--- src/rtl/alu_seq_pkg.sv ---
// Shared types for the ALU sequencer: opcode and FSM state encodings plus
// the opcode classification helpers used by the response logic.
package alu_seq_pkg;

    typedef enum logic [3:0] {
        OP_ADC = 4'd0,
        OP_SBC = 4'd1,
        OP_AND = 4'd2,
        OP_ORA = 4'd3,
        OP_EOR = 4'd4,
        OP_LSR = 4'd5,
        OP_ROR = 4'd6,
        OP_ASL = 4'd7,
        OP_ROL = 4'd8,
        OP_CMP = 4'd9,
        OP_INC = 4'd10,
        OP_DEC = 4'd11
    } op_t;

    typedef enum logic [1:0] {
        ST_IDLE,
        ST_EXEC,
        ST_ADJUST,
        ST_DONE
    } state_t;

    localparam logic [3:0] OP_ILLEGAL_MIN = 4'd12;

    function automatic logic op_updates_c(op_t op);
        return op inside {OP_ADC, OP_SBC, OP_CMP, OP_ASL, OP_ROL, OP_LSR, OP_ROR};
    endfunction

    function automatic logic op_is_arith(op_t op);
        return op inside {OP_ADC, OP_SBC};
    endfunction

endpackage

--- src/rtl/alu_sequencer_decimal_corr.sv ---
// Decimal-correction addend for the second ALU pass, derived from the
// binary pass-1 result and its nibble/byte carries.
module alu_decimal_corr
    import alu_seq_pkg::*;
(
    input  op_t        op,
    input  logic [7:0] res,
    input  logic       hc,
    input  logic       acr,
    output logic [7:0] addend,
    output logic       need_adjust
);

    logic [3:0] lo_corr;
    logic [3:0] hi_corr;
    logic [4:0] lo_sum;
    logic       lo_wrap;

    always_comb begin
        lo_corr = 4'h0;
        hi_corr = 4'h0;
        case (op)
            OP_ADC: begin
                lo_corr = hc  ? 4'h6 : 4'h0;
                hi_corr = acr ? 4'h6 : 4'h0;
            end
            OP_SBC: begin
                lo_corr = hc  ? 4'h0 : 4'hA;
                hi_corr = acr ? 4'h0 : 4'hA;
            end
            default: ;
        endcase
    end

    // The low-nibble add in pass 2 carries into the high nibble when it wraps,
    // so that carry is pre-subtracted from the high correction.
    assign lo_sum      = {1'b0, res[3:0]} + {1'b0, lo_corr};
    assign lo_wrap     = lo_sum[4];
    assign addend      = {hi_corr - {3'b000, lo_wrap}, lo_corr};
    assign need_adjust = |addend;

endmodule

--- src/rtl/alu_sequencer.sv ---
// Sequences the 8-bit ALU through a binary pass and an optional decimal
// correction pass per request, returning the result byte and NVZC flags.
module alu_sequencer
    import alu_seq_pkg::*;
#(
    parameter int DW = 8
) (
    input  logic          clk,
    input  logic          rst_n,
    input  logic          req_valid,
    output logic          req_ready,
    input  logic [3:0]    req_op,
    input  logic [DW-1:0] req_a,
    input  logic [DW-1:0] req_b,
    input  logic          req_c,
    input  logic          req_d,
    output logic [DW-1:0] alu_a,
    output logic [DW-1:0] alu_b,
    output logic          alu_addc,
    output logic          alu_daa,
    output logic          alu_sums,
    output logic          alu_ands,
    output logic          alu_ors,
    output logic          alu_eors,
    output logic          alu_srs,
    input  logic [DW-1:0] alu_out,
    input  logic          alu_acr,
    input  logic          alu_hc,
    input  logic          alu_avr,
    output logic          rsp_valid,
    input  logic          rsp_ready,
    output logic [DW-1:0] rsp_data,
    output logic          rsp_n,
    output logic          rsp_v,
    output logic          rsp_z,
    output logic          rsp_c,
    output logic          rsp_wr,
    output logic          rsp_v_upd,
    output logic          rsp_c_upd,
    output logic          rsp_err
);

    state_t        state, state_nxt;
    op_t           op_q;
    logic [DW-1:0] a_q, b_q, res_q, addend_q;
    logic          c_q, d_q, acr_q, avr_q, err_q;
    logic [DW-1:0] addend;
    logic          need_adjust;
    logic          req_illegal;

    assign req_illegal = (req_op >= OP_ILLEGAL_MIN);
    assign req_ready   = (state == ST_IDLE);

    // Fed from the live ALU outputs so the EXEC exit decision is same-cycle.
    alu_decimal_corr u_corr (
        .op          (op_q),
        .res         (alu_out),
        .hc          (alu_hc),
        .acr         (alu_acr),
        .addend      (addend),
        .need_adjust (need_adjust)
    );

    always_ff @(posedge clk or negedge rst_n) begin
        if (!rst_n) begin
            state    <= ST_IDLE;
            op_q     <= OP_ADC;
            a_q      <= '0;
            b_q      <= '0;
            c_q      <= 1'b0;
            d_q      <= 1'b0;
            res_q    <= '0;
            addend_q <= '0;
            acr_q    <= 1'b0;
            avr_q    <= 1'b0;
            err_q    <= 1'b0;
        end else begin
            state <= state_nxt;
            case (state)
                ST_IDLE: if (req_valid) begin
                    op_q  <= op_t'(req_op);
                    a_q   <= req_a;
                    b_q   <= req_b;
                    c_q   <= req_c;
                    d_q   <= req_d;
                    err_q <= req_illegal;
                    res_q <= req_a;
                end
                ST_EXEC: begin
                    res_q    <= alu_out;
                    acr_q    <= alu_acr;
                    avr_q    <= alu_avr;
                    addend_q <= addend;
                end
                ST_ADJUST: res_q <= alu_out;
                default: ;
            endcase
        end
    end

    always_comb begin
        state_nxt = state;
        case (state)
            ST_IDLE:   if (req_valid) state_nxt = req_illegal ? ST_DONE : ST_EXEC;
            ST_EXEC:   state_nxt = (d_q && need_adjust) ? ST_ADJUST : ST_DONE;
            ST_ADJUST: state_nxt = ST_DONE;
            ST_DONE:   if (rsp_ready) state_nxt = ST_IDLE;
            default:   state_nxt = ST_IDLE;
        endcase
    end

    always_comb begin
        alu_a    = '0;
        alu_b    = '0;
        alu_addc = 1'b0;
        alu_daa  = 1'b0;
        alu_sums = 1'b0;
        alu_ands = 1'b0;
        alu_ors  = 1'b0;
        alu_eors = 1'b0;
        alu_srs  = 1'b0;
        case (state)
            ST_EXEC: begin
                alu_a = a_q;
                case (op_q)
                    OP_ADC: begin alu_b = b_q;  alu_addc = c_q; alu_daa = d_q; alu_sums = 1'b1; end
                    OP_SBC: begin alu_b = ~b_q; alu_addc = c_q; alu_sums = 1'b1; end
                    OP_CMP: begin alu_b = ~b_q; alu_addc = 1'b1; alu_sums = 1'b1; end
                    OP_AND: begin alu_b = b_q;  alu_ands = 1'b1; end
                    OP_ORA: begin alu_b = b_q;  alu_ors  = 1'b1; end
                    OP_EOR: begin alu_b = b_q;  alu_eors = 1'b1; end
                    OP_ASL: begin alu_b = a_q;  alu_sums = 1'b1; end
                    OP_ROL: begin alu_b = a_q;  alu_addc = c_q; alu_sums = 1'b1; end
                    OP_LSR: begin alu_srs = 1'b1; end
                    OP_ROR: begin alu_addc = c_q; alu_srs = 1'b1; end
                    OP_INC: begin alu_addc = 1'b1; alu_sums = 1'b1; end
                    OP_DEC: begin alu_b = '1;   alu_sums = 1'b1; end
                    default: ;
                endcase
            end
            ST_ADJUST: begin
                alu_a    = res_q;
                alu_b    = addend_q;
                alu_sums = 1'b1;
            end
            default: ;
        endcase
    end

    // Flags come only from registered state so they hold under backpressure.
    always_comb begin
        rsp_valid = 1'b0;
        rsp_data  = '0;
        rsp_n     = 1'b0;
        rsp_z     = 1'b0;
        rsp_c     = 1'b0;
        rsp_v     = 1'b0;
        rsp_wr    = 1'b0;
        rsp_c_upd = 1'b0;
        rsp_v_upd = 1'b0;
        rsp_err   = 1'b0;
        if (state == ST_DONE) begin
            rsp_valid = 1'b1;
            rsp_data  = res_q;
            rsp_n     = res_q[DW-1];
            rsp_z     = (res_q == '0);
            rsp_err   = err_q;
            if (!err_q) begin
                rsp_wr    = (op_q != OP_CMP);
                rsp_c_upd = op_updates_c(op_q);
                rsp_v_upd = op_is_arith(op_q);
                rsp_c     = acr_q & op_updates_c(op_q);
                rsp_v     = avr_q & op_is_arith(op_q);
            end
        end
    end

endmodule

--- config.mk ---
export PLATFORM = sky130hd
export DESIGN_NAME = alu_sequencer
export DESIGN_NICKNAME = d
export VERILOG_FILES = /design/src/rtl/alu_seq_pkg.sv /design/src/rtl/alu_sequencer_decimal_corr.sv /design/src/rtl/alu_sequencer.sv
export SDC_FILE = /design/constraint.sdc
export NUM_CORES = 1
export LEC_CHECK = 0
export ABC_AREA = 1
export CORE_MARGIN = 4
export CORE_UTILIZATION = 48
export CTS_CLUSTER_DIAMETER = 200
export DETAILED_ROUTE_END_ITERATION = 12
export PLACE_DENSITY = 0.81
export SYNTH_ARGS = -nofsm -noshare
export SYNTH_HDL_FRONTEND = slang
export SYNTH_SLANG_ARGS = --single-unit
--- constraint.sdc ---
create_clock -name clk -period 2.9 [get_ports clk]
set_input_delay 0.435 -clock clk [delete_from_list [all_inputs] [get_ports clk]]
set_output_delay 0.435 -clock clk [all_outputs]
set_load 0.1 [all_outputs]
==> summary.md <==
| Metric | Value |
|---|---|
| Status | finished clean |
| Final Cell Area | 0.00388 mm^2 |
| Synth area leaders | dfrtp_1 40%, nand2_1 8.8%, o21ai_0 8.3%, inv_1 7.0%, mux2_2 4.7% |
| Synth top cells by count | 62 x nand2_1, 49 x inv_1, 44 x o21ai_0 |
| Final Core Density | 74.5% |
| Share of cells above drive strength 1 | 25.6% |
| Clk Latency, worst-skew pair | 0.29 ns |
| Placed Area | 0.00377 mm^2 |
| Die Footprint | 0.00675 mm^2 |
| Dpl cells | 476 |
| M1 GR Usage | 32.2% |
| R2R Path End | state[0] |
| DRC | 0 |
| Grt peak-use layer | met2 |
| Master of the slowest instance on the critical path | dfrtp_1 |
| Yosys top cell area share | ~40% |
| CTS max path bufs | 2 |
| Crit-path max cell delay | roughly 0.57 ns |
| Routed len/inst | 14.7 um |
| Post-CTS Resized | 0 |
| Largest net degree at the start of global routing | 43 |
| Vias | between 2,000 and 2,500 |
| Worst Setup Start Kind | flip-flop |
| Total Power | 0.00498 W |
| Cells after Synth | 338 |
| Sequential area share after synthesis | 39.8% |
| CP max FO | 8 |
| Final setup vio count | 0 |
| Yosys reg bits | 42 |
| GR Layer Usage met3 | 4.12% |
| Antenna violations before repair | 0 |
| DR pass1 iterations | 4 |
| Sequential cell area | 0.00105 mm^2 |
| FFs w/ async S/R, synth | between 90% and 100% |
| Syn Nets | 383 |
| Final non-filler cell total | just under 500 |
| Vias/cell | between 5 and 6 |
| Most used DFF post-synth | dfrtp_1 |
| H-Tree Depth | 2 |
| Detailed Place HPWL | 5.64 mm |
| Max VDD drop | 0.730 mV |
| Fmax | 386 MHz |
| Critical Path Sink Type | primary output |
| Distinct cells, synth | 36 |
| Fillers | 393 |
| Count leader, synth | nand2_1 |
| Pre-CTS WS | 0.254 ns |
| Clock sinks | 42 |
| Initial drt markers | 198 |
| Worst-Margin Slew | roughly 0.93 ns |
| Req. time, crit path | 2.47 ns |
| Core area | 0.00520 mm^2 |
| Row cnt | 26 |
| PortBufs | 77 |
| R2R setup slack | between 0.4 and 0.5 ns |
| Vias in the first global route | about 2,300 |
| Setup Skew | between 0.004 and 0.005 ns |
| Worst-path cell chain | nand2_1, nor2_2, nor2_4, nand4_4, nand3_4, o21ai_2, buf_12 |
| Pwr dens | 1280 mW/mm^2 |
| Yosys warns | 0 |
| Slew margin rel. | 38.0% |
| Routability Congestion | 0.908 |
| Static leakage | 1.80 nW |
| Clk slew on worst S/H paths | 0.07 ns |
| Avg Cell Area, Syn | between 7 and 8 um^2 |
| Total grt overflow | 0 |
| RSZ-0062 raised after global routing | false |
| Total track usage | 22.1% |
| Final WS setup | 0.307 ns |
| Final hold violations | 0 |
| EDFF count, synth | 0 |
| Hold Crit Class | input port to async pin |
| Max-cap violations | 0 |
| Root Driver | clkbuf_8 |
| Chip width | 82.2 um |
| Total wire length after detailed routing | 7.13 mm |
| Nets@finish | about 460 |
| CTS hold repair buffers | 0 |
| Worst flop-to-flop path startpoint | op_q[1] |
| CTS tree | yes |
| Worst EP arrival | ~2.2 ns |
| Yosys top cell by area | dfrtp_1 |
| Min cycle time layout | 2.59 ns |
| M2 GR Usage | 34.7% |
| Die height | just over 80 um |
| Antenna Cells | 0 |
| ANT nets after route | 0 |
| CTS Buf Count | 5 |
| First-pass GRT wire length | 11.3 mm |
| Postcts setup bufs | 0 |
| Cell area after synthesis | 0.00264 mm^2 |
| Max-slew violation count | 0 |
| Setup CP Type | flip-flop to primary output |
| Final period util | 89.4% |
| Worst R2R Path Depth | 16 |
| Area Overhead vs Synth | 46.9% |
| Footprint of the multi-input gates | 0.00139 mm^2 |
| # IOs | 78 |
| Starting Density | 50.7% |
-- where the power goes --
part | total, W | leakage [nW] | internal (W) | switching [W]
registers | 0.00108 | 0.516 | 0.000859 | 0.000218
logic | 0.00346 | 1.22 | 0.00105 | 0.00241
clock network | 0.000439 | 0.0575 | 0.000241 | 0.000199
total | 0.00498 | 1.80 | 0.00215 | 0.00283
-- placed cells by master, fill, tap and decap left out, types with 2 or more instances in the layout --
| cell type | instances |
|---|---|
| a211oi_1 | 7 |
| a21oi_1 | 5 |
| a21oi_2 | 4 |
| a31oi_1 | 2 |
| and3_1 | 2 |
| buf_12 | 26 |
| buf_4 | 19 |
| clkbuf_8 | 8 |
| clkdlybuf4s50_1 | 35 |
| dfrtp_1 | 42 |
| ha_1 | 7 |
| inv_1 | 49 |
| inv_2 | 7 |
| mux2_2 | 11 |
| nand2_1 | 62 |
| nand2_2 | 3 |
| nand3_1 | 12 |
| nand3_4 | 3 |
| nand4_1 | 2 |
| nor2_1 | 23 |
| nor2_2 | 3 |
| nor2_4 | 5 |
| nor3_4 | 2 |
| o21ai_0 | 42 |
| o21ai_1 | 4 |
| o21ai_2 | 6 |
| o22ai_1 | 7 |
| or2_1 | 2 |
-- cell families (layout without fill, tap and decap cells) --
group / count (synthesis) / after routing / share of synthesized area, %
buf+inv: 71 / 147 / 10.8
flops: 42 / 42 / 39.8
simple gates: 124 / 124 / 23.3
mux: 11 / 11 / 4.69
compound gates: 82 / 82 / 17.6
fa+ha+maj: 8 / 8 / 3.79
-- cell type report --
type,count,share of cell area (%)
multi-input cells,225,35.9
well taps,70,2.26
inverters,58,5.68
flip-flops and latches,42,27.1
repair buffers,81,26.3
clock buffers,8,2.84
-- critical path: cells and delay by family (launching register included) --
kind                   cells  cell delay [ns]
AO/OA/AOI/OAI              1             0.25
buffers and inverters      1             0.20
AND/OR/NAND/NOR            5             0.84
flip-flops                 1             0.57
-- layer usage --
metal	part of all wire, %	vias to the layer above
li1	-	1248
met1	45	1156
met2	48	83
met5	0	-
met3	6.2	9
met4	0.77	0
-- stage by stage --
stage / setup TNS (ns) / hold WS, ns
6_report: 0 / 0.280
5_1_grt: 0 / 0.355
2_1_floorplan: -2.47 / 0.139
4_1_cts: 0 / 0.315
3_5_place_dp: 0 / 0.478
3_3_place_gp: 0 / 0.468
-- worst max path at each step --
stage,slack [ns],from,end,depth (start not counted)
floorplan,-0.33,state[0],alu_a[0],6
global placement,0.32,alu_hc,state[0],17
detailed placement,0.25,alu_hc,state[0],17
CTS,0.28,op_q[1],alu_b[6],7
global route,0.16,op_q[1],alu_b[6],7
finish,0.31,op_q[1],alu_b[6],7
-- state kept, by name, summed over array words and instances, names as in the netlist --
register,flops
addend_q,7
err_q,1
avr_q,1
acr_q,1
b_q,8
res_q,8
d_q,1
state,2
c_q,1
op_q,4
a_q,8
Power figures use the tool's default switching activity.
